`src/rtl/alu_cmd_sequencer.sv`:
```
// Command FIFO + IDLE/EXEC/RESP sequencer in front of an external combinational 4-bit ALU.
// Optional sticky {ovf, carry} flags are enabled with `define ALU_CTRL_STICKY_EN.
module alu_cmd_sequencer #(
  parameter int unsigned CMD_DEPTH = 2,
  parameter logic [3:0]  ACC_INIT  = 4'h0
) (
  input  logic       clk,
  input  logic       rst_n,
  input  logic       cmd_valid,
  output logic       cmd_ready,
  input  logic [2:0] cmd_sel,
  input  logic [3:0] cmd_a,
  input  logic [3:0] cmd_b,
  input  logic       cmd_use_acc,
  output logic [3:0] alu_a,
  output logic [3:0] alu_b,
  output logic [2:0] alu_sel,
  input  logic [3:0] alu_res,
  input  logic       alu_carry,
  input  logic       alu_ovf,
  input  logic       alu_zero,
  input  logic       alu_sign,
  output logic       rsp_valid,
  input  logic       rsp_ready,
  output logic [3:0] rsp_data,
  output logic [3:0] rsp_flags,
  output logic [3:0] acc,
  output logic       busy,
  input  logic       sticky_clr,
  output logic [1:0] sticky_flags
);
  localparam int unsigned AW = $clog2(CMD_DEPTH);

  typedef struct packed {
    logic [2:0] sel;
    logic [3:0] a;
    logic [3:0] b;
    logic       use_acc;
  } cmd_t;

  typedef enum logic [1:0] {IDLE, EXEC, RESP} state_e;

  cmd_t        fifo_q [CMD_DEPTH];
  logic [AW:0] wr_ptr_q, rd_ptr_q;
  state_e      state_q, state_d;
  logic [3:0]  alu_a_q, alu_b_q, rsp_data_q, rsp_flags_q, acc_q;
  logic [2:0]  alu_sel_q;
  logic        rsp_valid_q;
  logic        empty, full, push, pop, capture;
  cmd_t        head;

  // Extra pointer MSB separates full (MSBs differ) from empty (pointers equal).
  assign empty = (wr_ptr_q == rd_ptr_q);
  assign full  = (wr_ptr_q[AW] != rd_ptr_q[AW]) && (wr_ptr_q[AW-1:0] == rd_ptr_q[AW-1:0]);
  assign push  = cmd_valid && !full;
  assign head  = fifo_q[rd_ptr_q[AW-1:0]];

  always_ff @(posedge clk) begin
    if (push) fifo_q[wr_ptr_q[AW-1:0]] <= '{sel: cmd_sel, a: cmd_a, b: cmd_b, use_acc: cmd_use_acc};
  end

  always_ff @(posedge clk or negedge rst_n) begin
    if (!rst_n) begin
      wr_ptr_q <= '0;
      rd_ptr_q <= '0;
    end else begin
      if (push) wr_ptr_q <= wr_ptr_q + {{AW{1'b0}}, 1'b1};
      if (pop)  rd_ptr_q <= rd_ptr_q + {{AW{1'b0}}, 1'b1};
    end
  end

  always_comb begin
    state_d = state_q;
    pop     = 1'b0;
    capture = 1'b0;
    unique case (state_q)
      IDLE: if (!empty) begin
        pop     = 1'b1;
        state_d = EXEC;
      end
      EXEC: begin
        capture = 1'b1;
        state_d = RESP;
      end
      RESP: if (rsp_ready) begin
        pop     = !empty;
        state_d = empty ? IDLE : EXEC;
      end
      default: state_d = IDLE;
    endcase
  end

  always_ff @(posedge clk or negedge rst_n) begin
    if (!rst_n) begin
      state_q     <= IDLE;
      alu_a_q     <= '0;
      alu_b_q     <= '0;
      alu_sel_q   <= '0;
      rsp_data_q  <= '0;
      rsp_flags_q <= '0;
      rsp_valid_q <= 1'b0;
      acc_q       <= ACC_INIT;
    end else begin
      state_q <= state_d;
      // acc is sampled here, before any capture, so chaining sees the previous result.
      if (pop) begin
        alu_sel_q <= head.sel;
        alu_b_q   <= head.b;
        alu_a_q   <= head.use_acc ? acc_q : head.a;
      end
      if (capture) begin
        rsp_data_q  <= alu_res;
        rsp_flags_q <= {alu_sign, alu_zero, alu_ovf, alu_carry};
        acc_q       <= alu_res;
        rsp_valid_q <= 1'b1;
      end else if (state_q == RESP && rsp_ready) begin
        rsp_valid_q <= 1'b0;
      end
    end
  end

`ifdef ALU_CTRL_STICKY_EN
  logic [1:0] sticky_q;

  // A clear coinciding with a capture keeps only the new capture's events.
  always_ff @(posedge clk or negedge rst_n) begin
    if (!rst_n)          sticky_q <= 2'b00;
    else if (capture)    sticky_q <= (sticky_clr ? 2'b00 : sticky_q) | {alu_ovf, alu_carry};
    else if (sticky_clr) sticky_q <= 2'b00;
  end

  assign sticky_flags = sticky_q;
`else
  logic unused_sticky_clr;
  assign unused_sticky_clr = sticky_clr;
  assign sticky_flags      = 2'b00;
`endif

  assign cmd_ready = !full;
  assign alu_a     = alu_a_q;
  assign alu_b     = alu_b_q;
  assign alu_sel   = alu_sel_q;
  assign rsp_valid = rsp_valid_q;
  assign rsp_data  = rsp_data_q;
  assign rsp_flags = rsp_flags_q;
  assign acc       = acc_q;
  assign busy      = (state_q != IDLE) || !empty;
endmodule

```
`config.mk`:
```
export PLATFORM = sky130hd
export DESIGN_NAME = alu_cmd_sequencer
export DESIGN_NICKNAME = d
export VERILOG_FILES = /design/src/rtl/alu_cmd_sequencer.sv
export SDC_FILE = /design/constraint.sdc
export NUM_CORES = 1
export LEC_CHECK = 0
export ABC_AREA = 1
export CORE_MARGIN = 1
export CORE_UTILIZATION = 37
export DETAILED_ROUTE_END_ITERATION = 8
export SLEW_MARGIN = 30
export SYNTH_ARGS = -nofsm -noshare
export SYNTH_HDL_FRONTEND = slang
export SYNTH_SLANG_ARGS = --single-unit
```
`constraint.sdc`:
```
create_clock -name clk -period 2.8 [get_ports clk]
set_clock_uncertainty 0.15 [all_clocks]
set_input_delay 0.7 -clock clk [delete_from_list [all_inputs] [get_ports clk]]
set_output_delay 0.7 -clock clk [all_outputs]
set_load 0.005 [all_outputs]
```
==> results.yml, run 1 <==
run_status:
  status: "finished clean"
routing:
  drt-total-wl_mm: 3.71
  first_iter_violations: 58
  highest_layer: "met4"
  post_drt_wl_per_cell_um: 11.7
  dr.pass1.iters: 4
  viasPerCell: 4.42
  vias: 1401
  ant_nets: 0
  drt_drc_violations_left: 0
  met3RoutedLength_um: 146
  dr_wl_met2_mm: 1.71
  drt-met1-wl_mm: 1.79
cells_and_area:
  layout_commonest_cell: "nand2_1"
  antennaDiodeCount: 0
  utilization_pct: 49.9
  layout-drive-gt1-share_pct: 15.9
  final_cell_area_um2: 2760
  final_cell_mix: "69 x nand2_1, 49 x clkdlybuf4s50_1, 25 x dfrtp_1"
  areaGrowthSynthToFinish_pct: 29.0
  fin_nets: 269
sta:
  tns_ns: 0
  period_share_pct: 93.9
  final-hold-violation-count: 0
  fmax_mhz: 381
  min_period_ns: 2.63
  drv_slew: 0
  setup_viol: 0
  rsz0062_at_grt: "false"
  holdWs_ns: 0.336
pwr:
  switchingPower_uw: 1110
  p_comb_share_pct: 43.7
  swShare_pct: 35.6
  irDropWorstVdd_mv: 0.420
  p_leak_uw: 0.00124
  intPower_uw: 2010
  seqPwrFrac_pct: 40.5
  powerDensity_nw_per_um2: 1130
  total_power_uw: 3110
  p_clk_share_pct: 15.8
setup_path:
  start_kind: "flip-flop"
  r2r_start: "rd_ptr_q[0]$_DFFE_PN0P_"
  crit_fanout: 14
  rrSetupSlack_ns: 0.87
  arrival_ns: 1.78
  reg2reg_to: "fifo_q[0][1]$_DFFE_PP_"
  required_ns: 1.95
  critPathCaptureType: "primary output"
  r2r_cells: 6
  startpoint: "rd_ptr_q[0]$_DFFE_PN0P_"
  criticalPathCategory: "flip-flop to primary output"
  endpoint: "cmd_ready"
placement:
  place_area_um2: 2650
  numPortBuffers: 49
  dp_hpwl_mm: 2.61
  place_congestion: 0.772
floorplanning:
  die_w_um: 78.1
  dieArea_um2: 6100
  core-area_um2: 5540
  initial_utilization_pct: 38.7
  die_h_um: 78.1
  num_rows: 27
  io_pins: 53
yosys:
  synthDistinctLibCells: 21
  yosysSeqAreaShare_pct: 64.0
  avgSynthCellArea_um2: 10.9
  yosysWarnings: 0
  syn_inst: 196
  synth_area_um2: 2140
  ys_ff_latch: 50
run:
  max-cap-violations: 0
clock_network:
  cts-root-buf: "clkbuf_8"
  clk_latency_ns: 0.30
  cts-htree-levels: 2
  clk_pin_slew_worst_paths_ns: 0.09
  post-cts-setup-buffer-count: 0
  cts_buffers: 5
  clk_path_buf_depth: 2
  cts.sinks: 50
  cts_tree: "yes"
  cts_hold_buf: 0
global_routing:
  overflow: 0
  grt_usage_pct: 14.0
  grt_max_degree: 27
  antenna_found_initial: 0
  grt_pass1_vias: 1322
  grt_pass1_wl_mm: 6.54
hold_path:
  worst_hold_path_type: "flip-flop to flip-flop"
[power groups by stage]
stage | sequential (uW) | clock [uW] | combinational, uW
after floorplan | 1240 | 0 | 920
after CTS | 1260 | 507 | 1380
after global placement | 1270 | 0 | 1370
after global routing | 1300 | 548 | 1540
final | 1260 | 493 | 1360
after detailed placement | 1280 | 0 | 1380
[area by class of cell]
type	instances	area (um^2)
Inverter	12	47.5
Fill cell	514	2780
Multi-Input combinational cell	123	631
Tap cell	72	90.1
Timing Repair Buffer	52	513
Sequential cell	50	1370
Clock buffer	5	68.8
Clock inverter	3	40.0
[cell usage after synthesis]
library cell,n,share of area (%)
nand2_1,69,12
nand4_1,1,0.29
o21ai_0,1,0.23
nor2_1,1,0.18
dfrtp_1,26,30
mux2_2,8,4.2
nor3_1,1,0.23
xor2_1,2,0.82
conb_1,1,0.18
edfxtp_1,24,34
inv_4,1,0.29
inv_1,10,1.8
buf_6,1,0.53
nand2_4,3,1.6
buf_8,1,0.70
buf_2,2,0.47
nand2_2,13,3.8
buf_4,8,2.8
nand3_1,21,4.9
inv_2,1,0.18
a21oi_4,1,0.76
[stage by stage]
stage	setup slack, ns	instances
detailed placement	0.385	309
CTS	0.0377	317
global placement	0.393	309
global route	0.0646	317
floorplan	0.861	197
finish	0.172	317
[state kept, by name (all words and copies together) (netlist names)]
register and flops:
state_q 2, rsp_valid 1, alu_a 4, alu_b 4, rsp_flags 4, wr_ptr_q 2, acc 4, fifo_q 24
alu_sel 3, rd_ptr_q 2
[worst max-delay path: stages (launching register included)]
cell	delay (ns)
dfrtp_2	0.50
inv_4	0.17
nand2_2	0.08
nand2_4	0.09
nand3_1	0.15
clkdlybuf4s50_1	0.49
[logic make-up (layout without fill, tap and decap cells)]
| logic type | after synthesis | count (layout) | synth area share [%] |
|---|---|---|---|
| compound gates | 2 | 2 | 0.993 |
| xor+xnor | 2 | 2 | 0.818 |
| buf+inv | 24 | 72 | 6.72 |
| flops | 50 | 50 | 64.0 |
| mux | 8 | 8 | 4.21 |
| other cells | 1 | 2 | 0.175 |
| simple gates | 109 | 109 | 23.1 |
[layer usage]
| metal | vias up | GRT usage [%] |
|---|---|---|
| met2 | 30 | 20.9 |
| met4 | 0 | 5.00 |
| met5 | - | 0 |
| met3 | 5 | 3.84 |
| met1 | 647 | 19.6 |
| li1 | 719 | - |
[repair_timing]
action                                  4_1_cts  5_1_grt
resized for setup                             0        1
endpoints found under the setup margin        0        1
endpoints found under the hold margin         0        0
[worst min-delay path by stage]
stage                         startpoint                   end  slack (ns)  depth (start not counted)
floorplan                          rst_n    acc[0]$_DFFE_PN0P_        0.25                          0
global placement    alu_a[0]$_DFFE_PN0P_  alu_a[0]$_DFFE_PN0P_        0.31                          2
detailed placement  alu_a[0]$_DFFE_PN0P_  alu_a[0]$_DFFE_PN0P_        0.31                          2
CTS                 alu_a[0]$_DFFE_PN0P_  alu_a[0]$_DFFE_PN0P_        0.34                          2
global route        alu_a[0]$_DFFE_PN0P_  alu_a[0]$_DFFE_PN0P_        0.36                          2
finish              alu_a[0]$_DFFE_PN0P_  alu_a[0]$_DFFE_PN0P_        0.34                          2
Power figures use the tool's default switching activity.
==> inputs of run 2 (changes only) <==
--- a/config.mk
+++ b/config.mk
@@ -6,9 +6,11 @@
 export NUM_CORES = 1
 export LEC_CHECK = 0
 export ABC_AREA = 1
+export ABC_CLOCK_PERIOD_IN_PS = 2800
 export CORE_MARGIN = 1
 export CORE_UTILIZATION = 37
 export DETAILED_ROUTE_END_ITERATION = 8
+export GPL_ROUTABILITY_DRIVEN = 0
 export SLEW_MARGIN = 30
 export SYNTH_ARGS = -nofsm -noshare
 export SYNTH_HDL_FRONTEND = slang
==> results of run 2 <==
No change in the layout: final DEF, timing and power equal those of run 1.
==> inputs of run 3 (changes only) <==
--- a/config.mk
+++ b/config.mk
@@ -7,7 +7,7 @@
 export LEC_CHECK = 0
 export ABC_AREA = 1
 export ABC_CLOCK_PERIOD_IN_PS = 2800
-export CORE_MARGIN = 1
+export CORE_MARGIN = 8
 export CORE_UTILIZATION = 37
 export DETAILED_ROUTE_END_ITERATION = 8
 export GPL_ROUTABILITY_DRIVEN = 0
==> results.yml, run 3 (same netlist as run 1, synthesis figures left out) <==
hold_path:
  worst_hold_path_type: "flip-flop to flip-flop"
  min-delay-start: "alu_b[3]$_DFFE_PN0P_"
  whs_path_depth: 2
  whs_endpoint: "alu_b[3]$_DFFE_PN0P_"
global_routing:
  grt_usage_pct: 10.3
  grt_pass1_wl_mm: 6.93
  overflow: 0
  grt_pass1_vias: 1391
  antenna_found_initial: 0
  grt_max_degree: 27
clock_network:
  cts.sinks: 50
  cts-root-buf: "clkbuf_8"
  clk_latency_ns: 0.30
  cts_tree: "yes"
  cts-htree-levels: 2
  clk_path_buf_depth: 2
  cts_buffers: 5
  clk_pin_slew_worst_paths_ns: 0.09
sta:
  min_period_ns: 2.62
  fmax_mhz: 382
  setup_viol: 0
  rsz0062_at_grt: "false"
  tns_ns: 0
  drv_slew: 0
  holdWs_ns: 0.339
  slew_headroom_pct: 66.0
  period_share_pct: 93.5
  final-hold-violation-count: 0
  tightest_slew_ns: 0.510
setup_path:
  critPathCaptureType: "primary output"
  criticalPathCategory: "flip-flop to primary output"
  required_ns: 1.95
  cpPeakStageDelay_ns: 0.50
  rrSetupSlack_ns: 0.86
  reg2reg_to: "fifo_q[0][9]$_DFFE_PP_"
  start_kind: "flip-flop"
  cp_slowest_cell: "dfrtp_2"
  r2r_cells: 6
  arrival_ns: 1.77
  crit_chain: "inv_4, nand2_2, nand2_4, nand3_1, clkdlybuf4s50_1"
  crit_fanout: 14
  r2r_start: "rd_ptr_q[0]$_DFFE_PN0P_"
pwr:
  p_leak_uw: 0.00123
  irDropWorstVdd_mv: 0.364
  intPower_uw: 2010
  p_comb_share_pct: 43.9
  p_clk_share_pct: 16.0
  swShare_pct: 36.1
  total_power_uw: 3140
  switchingPower_uw: 1130
  powerDensity_nw_per_um2: 1140
  seqPwrFrac_pct: 40.1
floorplanning:
  io_pins: 53
  core-area_um2: 5540
  num_rows: 27
  initial_utilization_pct: 38.7
  die_w_um: 92.1
  die_h_um: 92.1
  dieArea_um2: 8480
run_status:
  status: "finished clean"
cells_and_area:
  fillCellCount: 529
  areaGrowthSynthToFinish_pct: 29.0
  final_cell_mix: "69 x nand2_1, 49 x clkdlybuf4s50_1, 25 x dfrtp_1"
  layout-drive-gt1-share_pct: 15.9
  layout_commonest_cell: "nand2_1"
  antennaDiodeCount: 0
  finalNonFillerCells: 317
  fin_nets: 269
  largest_reg_flops: 24
  utilization_pct: 49.9
routing:
  drt_drc_violations_left: 0
  ant_nets: 0
  drt-total-wl_mm: 4.19
  first_iter_violations: 125
  vias: 1415
  post_drt_wl_per_cell_um: 13.2
  dr.pass1.iters: 4
  viasPerCell: 4.46
placement:
  dp_hpwl_mm: 3.06
  dp_cells: 309
  numPortBuffers: 49
run:
  max-cap-violations: 0
==> run 3: area by class of cell <==
type / count / area, um^2 / share of cell area (%)
sequential: 50 / 1370 / 49.7
multi-input combinational: 123 / 631 / 22.8
timing repair buffer: 52 / 513 / 18.6
tap: 72 / 90.1 / 3.26
clock buffer: 5 / 68.8 / 2.49
inverter: 12 / 47.5 / 1.72
clock inverter: 3 / 40.0 / 1.45
==> run 3: per-stage QoR <==
stage          worst slack (ns)  area (um^2)
3_5_place_dp              0.395         2650
3_3_place_gp              0.402         2650
4_1_cts                  0.0418         2760
5_1_grt                  0.0722         2760
6_report                  0.182         2760
2_1_floorplan             0.861         2150
==> run 3: what timing repair did <==
action | in CTS | in global routing
setup buffers | 0 | 0
setup endpoints to repair | 0 | 1
hold buffers | 0 | 0
gates resized for setup | 0 | 1
==> run 3: power groups by stage <==
stage / clock network, uW / registers [uW] / logic, uW
2_1_floorplan: 0 / 1240 / 920
3_3_place_gp: 0 / 1270 / 1380
3_5_place_dp: 0 / 1280 / 1400
4_1_cts: 518 / 1260 / 1410
5_1_grt: 548 / 1290 / 1550
6_report: 503 / 1260 / 1380
==> run 3: worst max-delay path: cells and delay by family (launching register included) <==
| kind | cells | cell delay, ns |
|---|---|---|
| DFF | 1 | 0.50 |
| and+or+nand+nor | 3 | 0.30 |
| buffers and inverters | 2 | 0.66 |
==> run 3: how the worst max path moves through the flow <==
stage                                  from  cells past startpoint                      to  slack (ns)
finish              rd_ptr_q[0]$_DFFE_PN0P_                      5               cmd_ready        0.18
global route        rd_ptr_q[0]$_DFFE_PN0P_                      5               cmd_ready        0.07
global placement    rd_ptr_q[0]$_DFFE_PN0P_                      5               cmd_ready        0.40
floorplan           rd_ptr_q[0]$_DFFE_PN0P_                      6  fifo_q[1][0]$_DFFE_PP_        0.86
detailed placement  rd_ptr_q[0]$_DFFE_PN0P_                      5               cmd_ready        0.39
CTS                 rd_ptr_q[0]$_DFFE_PN0P_                      5               cmd_ready        0.04
==> run 3: layer usage <==
layer / global-route usage (%) / vias up / routed length, um
met5: 0 / - / 0
li1: - / 721 / -
met3: 2.93 / 6 / 196
met2: 16.2 / 38 / 1990
met1: 12.8 / 650 / 1920
met4: 4.83 / 0 / 76
